--- src/rtl/pulse_meter.sv ---
// pulse_meter: measures each stable level of a filtered signal in cycles and reports it on a valid/ready port.
// Define PULSE_METER_PERIOD_EN to add o_period_out (last reported high width + low width).
module pulse_meter #(
    parameter int CNT_W = 16
) (
    input  logic             i_clk,
    input  logic             i_rst_n,
    input  logic             i_sig_in,
    input  logic             i_rd_ready,
    output logic             o_res_valid,
    output logic [CNT_W-1:0] o_width_out,
    output logic             o_level_out,
    output logic             o_width_sat,
    output logic             o_overrun
`ifdef PULSE_METER_PERIOD_EN
    ,
    output logic [CNT_W:0]   o_period_out
`endif
);
    typedef enum logic [1:0] {ARM, WAIT_EDGE, MEASURE} state_t;
    localparam logic [CNT_W-1:0] MAX = '1;
    state_t             r_state, w_next;
    logic               r_sig_d, r_sat, r_valid, r_level, r_wsat, r_overrun;
    logic [CNT_W-1:0]   r_cnt, r_width, w_cnt_inc;
    logic               w_edge, w_load, w_drop, w_accept;
    always_ff @(posedge i_clk) begin
        r_state <= !i_rst_n ? ARM : w_next;
    end
    always_comb begin
        w_edge    = i_sig_in != r_sig_d;
        w_next    = (r_state == ARM) ? WAIT_EDGE : (r_state == WAIT_EDGE && !w_edge) ? WAIT_EDGE : MEASURE;
        w_load    = r_state == MEASURE && w_edge && (!r_valid || i_rd_ready);
        w_drop    = r_state == MEASURE && w_edge && r_valid && !i_rd_ready;
        w_accept  = r_valid && i_rd_ready;
        w_cnt_inc = (r_cnt == MAX) ? MAX : r_cnt + 1'b1;
    end
    always_ff @(posedge i_clk) begin
        if (!i_rst_n) begin
            r_sig_d   <= 1'b0;
            r_cnt     <= '0;
            r_sat     <= 1'b0;
            r_valid   <= 1'b0;
            r_width   <= '0;
            r_level   <= 1'b0;
            r_wsat    <= 1'b0;
            r_overrun <= 1'b0;
        end else begin
            r_sig_d <= i_sig_in;
            // the edge ending the first partial level only starts counting
            if (r_state != ARM && w_edge) begin
                r_cnt <= CNT_W'(1);
                r_sat <= 1'b0;
            end else if (r_state == MEASURE) begin
                r_cnt <= w_cnt_inc;
                r_sat <= r_sat | (w_cnt_inc == MAX);
            end
            if (w_load) begin
                r_valid <= 1'b1;
                r_width <= r_cnt;
                r_level <= r_sig_d;
                r_wsat  <= r_sat;
            end else if (w_accept) begin
                r_valid <= 1'b0;
            end
            if (w_drop) r_overrun <= 1'b1;
        end
    end
`ifdef PULSE_METER_PERIOD_EN
    logic [CNT_W-1:0] r_last_hi, r_last_lo;
    logic             r_hi_seen;
    logic [CNT_W:0]   r_period;
    always_ff @(posedge i_clk) begin
        if (!i_rst_n) begin
            r_last_hi <= '0;
            r_last_lo <= '0;
            r_hi_seen <= 1'b0;
            r_period  <= '0;
        end else if (w_load && r_sig_d) begin
            r_last_hi <= r_cnt;
            r_hi_seen <= 1'b1;
            r_period  <= '0;
        end else if (w_load) begin
            r_last_lo <= r_cnt;
            r_period  <= r_hi_seen ? {1'b0, r_last_hi} + {1'b0, r_cnt} : '0;
        end else if (w_accept) begin
            r_period <= '0;
        end
    end
    assign o_period_out = r_period;
`endif
    assign o_res_valid = r_valid;
    assign o_width_out = r_width;
    assign o_level_out = r_level;
    assign o_width_sat = r_wsat;
    assign o_overrun   = r_overrun;
endmodule

--- config.mk ---
export PLATFORM = sky130hd
export DESIGN_NAME = pulse_meter
export DESIGN_NICKNAME = d
export VERILOG_FILES = /design/src/rtl/pulse_meter.sv
export SDC_FILE = /design/constraint.sdc
export NUM_CORES = 1
export LEC_CHECK = 0
export CORE_UTILIZATION = 59
export CTS_CLUSTER_SIZE = 28
export DETAILED_ROUTE_END_ITERATION = 7
export DONT_BUFFER_PORTS = 1
export PLACE_DENSITY = 0.73
export SLEW_MARGIN = 20
export SYNTH_ARGS = -nofsm -noshare
export SYNTH_HDL_FRONTEND = slang
export SYNTH_SLANG_ARGS = --single-unit
export TNS_END_PERCENT = 30
--- constraint.sdc ---
create_clock -name i_clk -period 4.91 [get_ports i_clk]
set_input_delay 0.982 -clock i_clk [delete_from_list [all_inputs] [get_ports i_clk]]
set_output_delay 0.982 -clock i_clk [all_outputs]
set_load 0.02 [all_outputs]
* After elaboration in Yosys (flattened, before gate mapping)
Cells that the tools add are included.
** Storage, ports and cells
- Register bits after elaboration :: 40
- Output and inout port bits :: 20
- Input bits :: 4
- Memories kept :: 0
- Logic and storage cells :: 43
- RAM bits :: 0
- Bits in latches :: 0
- Bits in read-only memories :: 0
** Cells by class
- Reduce and logical (&&, ||, !) cells :: 17
- Div/mod/pow operators :: 0
- Bitwise gates (word level) :: 2
- Multiply operators :: 0
- Multiplexer cells :: 7
- Order comparisons :: 0
- Add/sub/neg operators :: 1
- Equality and inequality tests :: 5
- Shifts and indexed selects :: 0
** Operators with widths (number)
- 16-bit == test (second input constant) :: 2
- 16-bit by 1-bit adder with 16-bit output (second input constant) :: 1
- 16-bit 2-to-1 mux :: 1
- 1-bit logical AND :: 7
- 2-bit nonzero test :: 3
- 1-bit 2-to-1 mux :: 5
- 2-bit OR reduction :: 2
- 1-bit logical NOT :: 3
- 2-bit by 1-bit == test with 1-bit output (second input constant) :: 1
- 2-bit == test (second input constant) :: 1
- 2-bit logical NOT :: 1
- 2-bit 2-to-1 mux :: 1
- 1-bit logical OR :: 1
- 1-bit != test :: 1
- 1-bit NOT :: 1
- 1-bit OR :: 1

* Longest topological paths before layout
- Depth in word-level cells :: 5
- Depth in mapped cells :: 7
- Mapped depth without buffers :: 6

* Worst setup path before layout
No wires, ideal clock.
- Path type :: input-to-reg
- From :: in i_sig_in
- To :: reg r_width[10] (netlist: o_width_out[10])
- Buffers on the path :: 2
- Arrival :: 2142 ps
- Stages on the path :: 7
- Data required time :: 4834 ps
- Slack :: 2693 ps
- Setup time :: 76 ps
- Cell sequence :: xnor2_1 nand2b_1 nand2b_1 buf_2 buf_2 nand2_1 a21boi_0
** Between the ends
- Cells in the longest elaborated chain, start to end :: 3
** RTL lines
- start: declaration :: line 8 : input logic i_sig_in,
- 1-bit != test :: line 30 : w_edge = i_sig_in != r_sig_d;
- 1-bit logical AND (2 in a row) :: line 32 : w_load = r_state == MEASURE && w_edge && (!r_valid || i_rd_ready);
- end signal: assignment :: line 59 : r_width <= r_cnt;
- end: declaration :: line 24 : logic [CNT_W-1:0] r_cnt, r_width, w_cnt_inc;
No other way between the ends.
A chain may end at the register's enable or synchronous reset.

* Final worst setup path
- From :: reg r_state[1]
- To :: reg r_wsat (netlist: o_width_sat)
** Between the ends
- Cells in the longest elaborated chain, start to end :: 3
** RTL lines
- start: declaration :: line 22 : state_t r_state, w_next;
- start signal: assignment :: line 27 : r_state <= !i_rst_n ? ARM : w_next;
- 2-bit == test :: line 32
- 1-bit logical AND (2 in a row) :: line 32
- end signal: assignment :: line 61 : r_wsat <= r_sat;
- end: declaration :: line 23 : logic r_sig_d, r_sat, r_valid, r_level, r_wsat, r_overrun;
No other way between the ends.

==> insert_results.sql <==
INSERT INTO impl_metrics (metric_group, metric, value, unit) VALUES
('power', 'power_frac_comb', '5.2', '%'),
('power', 'total_switching_power', '0.138', 'mW'),
('power', 'total_power', '0.584', 'mW'),
('sta', 'timing.final.setup_violations', '0', ''),
('route', 'wl_per_cell', '14.8', 'um'),
('synth', 'synth_compound_gate_area_share', '21.1', '%'),
('placed_design', 'pre_cts_ws', '2.13', 'ns'),
('critical_path', 'setup.worst_path.end_class', 'flop', ''),
('placed_design', 'buffer_ports.inserted', '0', ''),
('synth', 'yosys_synthesis_warning_count', '0', ''),
('grt', 'first_global_vias', '1276', ''),
('clock_network', 'htree_num_levels', '2', ''),
('grt', 'initial_antenna_violation_count', '0', ''),
('cells_and_area', 'fraction_of_final_layout_cells_sized_beyond_drive_strength_1', '6.80', '%'),
('synth', 'yosysUniqueCellTypes', '34', ''),
('hold_path', 'hp-class', 'reg2reg', ''),
('power', 'power-per-cell-area', '323', 'mW/mm^2'),
('placed_design', 'detailed_place_hpwl', '2.57', 'mm'),
('sta', 'fin_setup_tns', '0', 'ns'),
('critical_path', 'critical_path_arrival', '2.54', 'ns'),
('clock_network', 'clock_insertion_delay_worst_skew', '0.36', 'ns'),
('route', 'vias_per_cell', '6.16', ''),
('floorplan', 'starting_density_of_the_core', '62.7', '%'),
('floorplan', 'coreArea', '0.00276', 'sq mm'),
('synth', 'synth_top_area_cell', 'sky130_fd_sc_hd__dfxtp_1', ''),
('synth', 'synth_top_cells_by_area', 'sky130_fd_sc_hd__dfxtp_1 (46%), sky130_fd_sc_hd__nand2_1 (9.6%), sky130_fd_sc_hd__a21boi_0 (8.2%), sky130_fd_sc_hd__nor2_1 (3.7%), sky130_fd_sc_hd__o21ai_0 (2.9%)', ''),
('synth', 'yosysTopAreaCellShare', '46.3', '%'),
('clock_network', 'ctsResizeCount', '0', ''),
('synth', 'ff_latch_count_synth', '40', ''),
('synth', 'avgSynthCellArea', '8.31', 'sq um'),
('synth', 'syn-instance-count', '208', ''),
('power', 'net_sw_share', '23.6', '%'),
('placed_design', 'placed_cells_incl_taps', '229', ''),
('sta', 'rsz_0062_raised_after_global_routing', 'no', ''),
('critical_path', 'crit_required', '5.19', 'ns'),
('placed_design', 'placement.cell_area', '0.00172', 'sq mm'),
('critical_path', 'startpoint_type', 'flop', ''),
('clock_network', 'hold_buffers', '0', ''),
('clock_network', 'tritoncts.num_buffers', '5', ''),
('cells_and_area', 'area_growth_syn_to_layout', '4.41', '%'),
('power', 'largest_vdd_supply_drop', '0.269', 'mV'),
('cells_and_area', 'finalInstanceArea', '0.00181', 'sq mm'),
('grt', 'tot_gr_track_use', '24.5', '%'),
('sta', 'max_freq', '442', 'MHz'),
('clock_network', 'cts_max_path_buffers', '2', ''),
('floorplan', 'die-height', '56.1', 'um'),
('floorplan', 'floorplan.die_area', '0.00315', 'sq mm'),
('grt', 'grt_max_degree', '27', ''),
('synth', 'synth-xor-area-share', '1.52', '%'),
('synth', 'post_synth_fa_ha_maj_area_fraction', '0.724', '%'),
('power', 'share_seq_of_total_power', '57.5', '%'),
('cells_and_area', 'layout.nets', '210', ''),
('floorplan', 'die_width', '56.1', 'um'),
('floorplan', 'io-pin-count', '24', ''),
('sta', 'final.setup_skew', '0.0136', 'ns'),
('sta', 'drv_slew', '0', ''),
('outcome', 'status', 'completed', ''),
('synth', 'synth_mux_area_share', '0.579', '%'),
('synth', 'synth.yosys.seq_area_share', '46.3', '%'),
('sta', 'headroom_to_the_max_slew_limit', '46.5', '%'),
('power', 'clock_power_share', '37.3', '%'),
('cells_and_area', 'layoutNonFillerInstCount', '237', ''),
('clock_network', 'clock_sink_count', '40', ''),
('synth', 'synth_area', '0.00173', 'sq mm'),
('sta', 'fin_ws', '2.65', 'ns'),
('route', 'route.vias.total', '1459', ''),
('critical_path', 'path_max_fanout', '18', ''),
('placed_design', 'finalWeightedCongestion', '0.841', ''),
('sta', 'minimum_clock_period_after_layout', '2.26', 'ns'),
('critical_path', 'setup.reg_to_reg.worst_slack', '2.65', 'ns'),
('cells_and_area', 'fill_cells', '250', '');
critical path: stages (launching register included):
cell	delay (ns)
sky130_fd_sc_hd__dfxtp_1	0.40
sky130_fd_sc_hd__nor2b_1	0.67
sky130_fd_sc_hd__nand2b_1	0.23
sky130_fd_sc_hd__nor2b_2	0.60
sky130_fd_sc_hd__nand2_1	0.12
sky130_fd_sc_hd__a21boi_0	0.18
kinds of logic (layout without fill, tap and decap cells):
logic type | count (synthesis) | count (layout)
AOI/OAI and AO/OA | 53 | 53
muxes | 1 | 1
and+or+nand+nor | 96 | 96
buffers and inverters | 14 | 12
adders and majority gates | 1 | 1
xor gates and xnor gates | 3 | 3
DFF | 40 | 40
cell type report:
cell class	count	area, sq um	share of cell area (%)
well taps	31	38.8	2.15
flip-flops and latches	40	801	44.4
clock inverters	3	42.5	2.36
inverters	4	15.0	0.832
multi-input cells	154	871	48.2
clock buffers	5	37.5	2.08
cell usage after synthesis:
master / number
sky130_fd_sc_hd__nand2_1: 44
sky130_fd_sc_hd__dfxtp_1: 40
sky130_fd_sc_hd__a21boi_0: 19
sky130_fd_sc_hd__nor2_1: 17
sky130_fd_sc_hd__o21ai_0: 10
sky130_fd_sc_hd__a21oi_1: 6
sky130_fd_sc_hd__nand2b_1: 6
sky130_fd_sc_hd__buf_2: 5
sky130_fd_sc_hd__nand3_1: 5
sky130_fd_sc_hd__nor3_1: 5
sky130_fd_sc_hd__a31oi_1: 4
sky130_fd_sc_hd__clkbuf_1: 4
sky130_fd_sc_hd__inv_1: 4
sky130_fd_sc_hd__nand4_1: 4
sky130_fd_sc_hd__nor2b_1: 4
sky130_fd_sc_hd__a221oi_1: 3
sky130_fd_sc_hd__a41oi_1: 3
sky130_fd_sc_hd__and2_1: 3
sky130_fd_sc_hd__o21a_1: 3
sky130_fd_sc_hd__xnor2_1: 3
sky130_fd_sc_hd__a311oi_1: 2
sky130_fd_sc_hd__and4_1: 2
sky130_fd_sc_hd__a211oi_1: 1
sky130_fd_sc_hd__and4_2: 1
sky130_fd_sc_hd__clkbuf_2: 1
sky130_fd_sc_hd__ha_1: 1
sky130_fd_sc_hd__mux2i_1: 1
sky130_fd_sc_hd__nand4_2: 1
sky130_fd_sc_hd__nor2_2: 1
sky130_fd_sc_hd__nor4_1: 1
sky130_fd_sc_hd__o21ai_2: 1
sky130_fd_sc_hd__o31ai_1: 1
sky130_fd_sc_hd__or2_0: 1
sky130_fd_sc_hd__or4_4: 1
metrics by stage:
step | hold slack (ns) | util [%]
finish | 0.467 | 65.5
CTS | 0.471 | 65.4
global placement | 0.444 | 62.5
detailed placement | 0.449 | 62.5
floorplan | 0.425 | -
global route | 0.495 | 65.5
routing by layer:
layer  part of all wire (%)  routed length [um]  up-vias  GRT usage (%)
met3                    6.2                 217       10           6.98
li1                       -                   -      723              -
met5                      0                   0        -              0
met2                     45                1570       46           38.8
met4                    2.0                  71        0           8.36
met1                     47                1650      680           32.2
worst paths after layout:
check | startpoint | end | cells after the start
min | r_sat | r_sat | 2
min reg2reg | r_sat | r_sat | 2
max reg2reg | r_state[1] | o_width_sat | 5
max | r_state[1] | o_width_sat | 5
cell usage in the layout, fill, tap and decap left out, types with 4 or more instances in the layout:
master,netlist,layout
sky130_fd_sc_hd__dfxtp_1,40,40
sky130_fd_sc_hd__a21boi_0,19,19
sky130_fd_sc_hd__a31oi_1,4,4
sky130_fd_sc_hd__nand4_1,4,4
sky130_fd_sc_hd__a21oi_1,6,6
sky130_fd_sc_hd__nand3_1,5,5
sky130_fd_sc_hd__nor2_1,17,17
sky130_fd_sc_hd__nor3_1,5,5
sky130_fd_sc_hd__clkbuf_4,0,5
sky130_fd_sc_hd__nand2b_1,6,6
sky130_fd_sc_hd__nand2_1,44,44
sky130_fd_sc_hd__inv_1,4,4
sky130_fd_sc_hd__o21ai_0,10,10
registers in the layout (all words and copies together), names as in the netlist:
| name | count |
|---|---|
| r_cnt | 16 |
| r_sat | 1 |
| o_width_sat | 1 |
| o_overrun | 1 |
| o_res_valid | 1 |
| r_sig_d | 1 |
| o_width_out | 16 |
| o_level_out | 1 |
| r_state | 2 |
power by group through the flow:
| stage | logic [mW] | clock network (mW) | registers (mW) |
|---|---|---|---|
| after global placement | 0.0290 | 0 | 0.342 |
| final | 0.0306 | 0.218 | 0.335 |
| after floorplan | 0.0264 | 0 | 0.341 |
| after global routing | 0.0337 | 0.234 | 0.337 |
| after CTS | 0.0304 | 0.219 | 0.335 |
| after detailed placement | 0.0306 | 0 | 0.343 |
No activity file was read; power rests on OpenSTA's default activity.
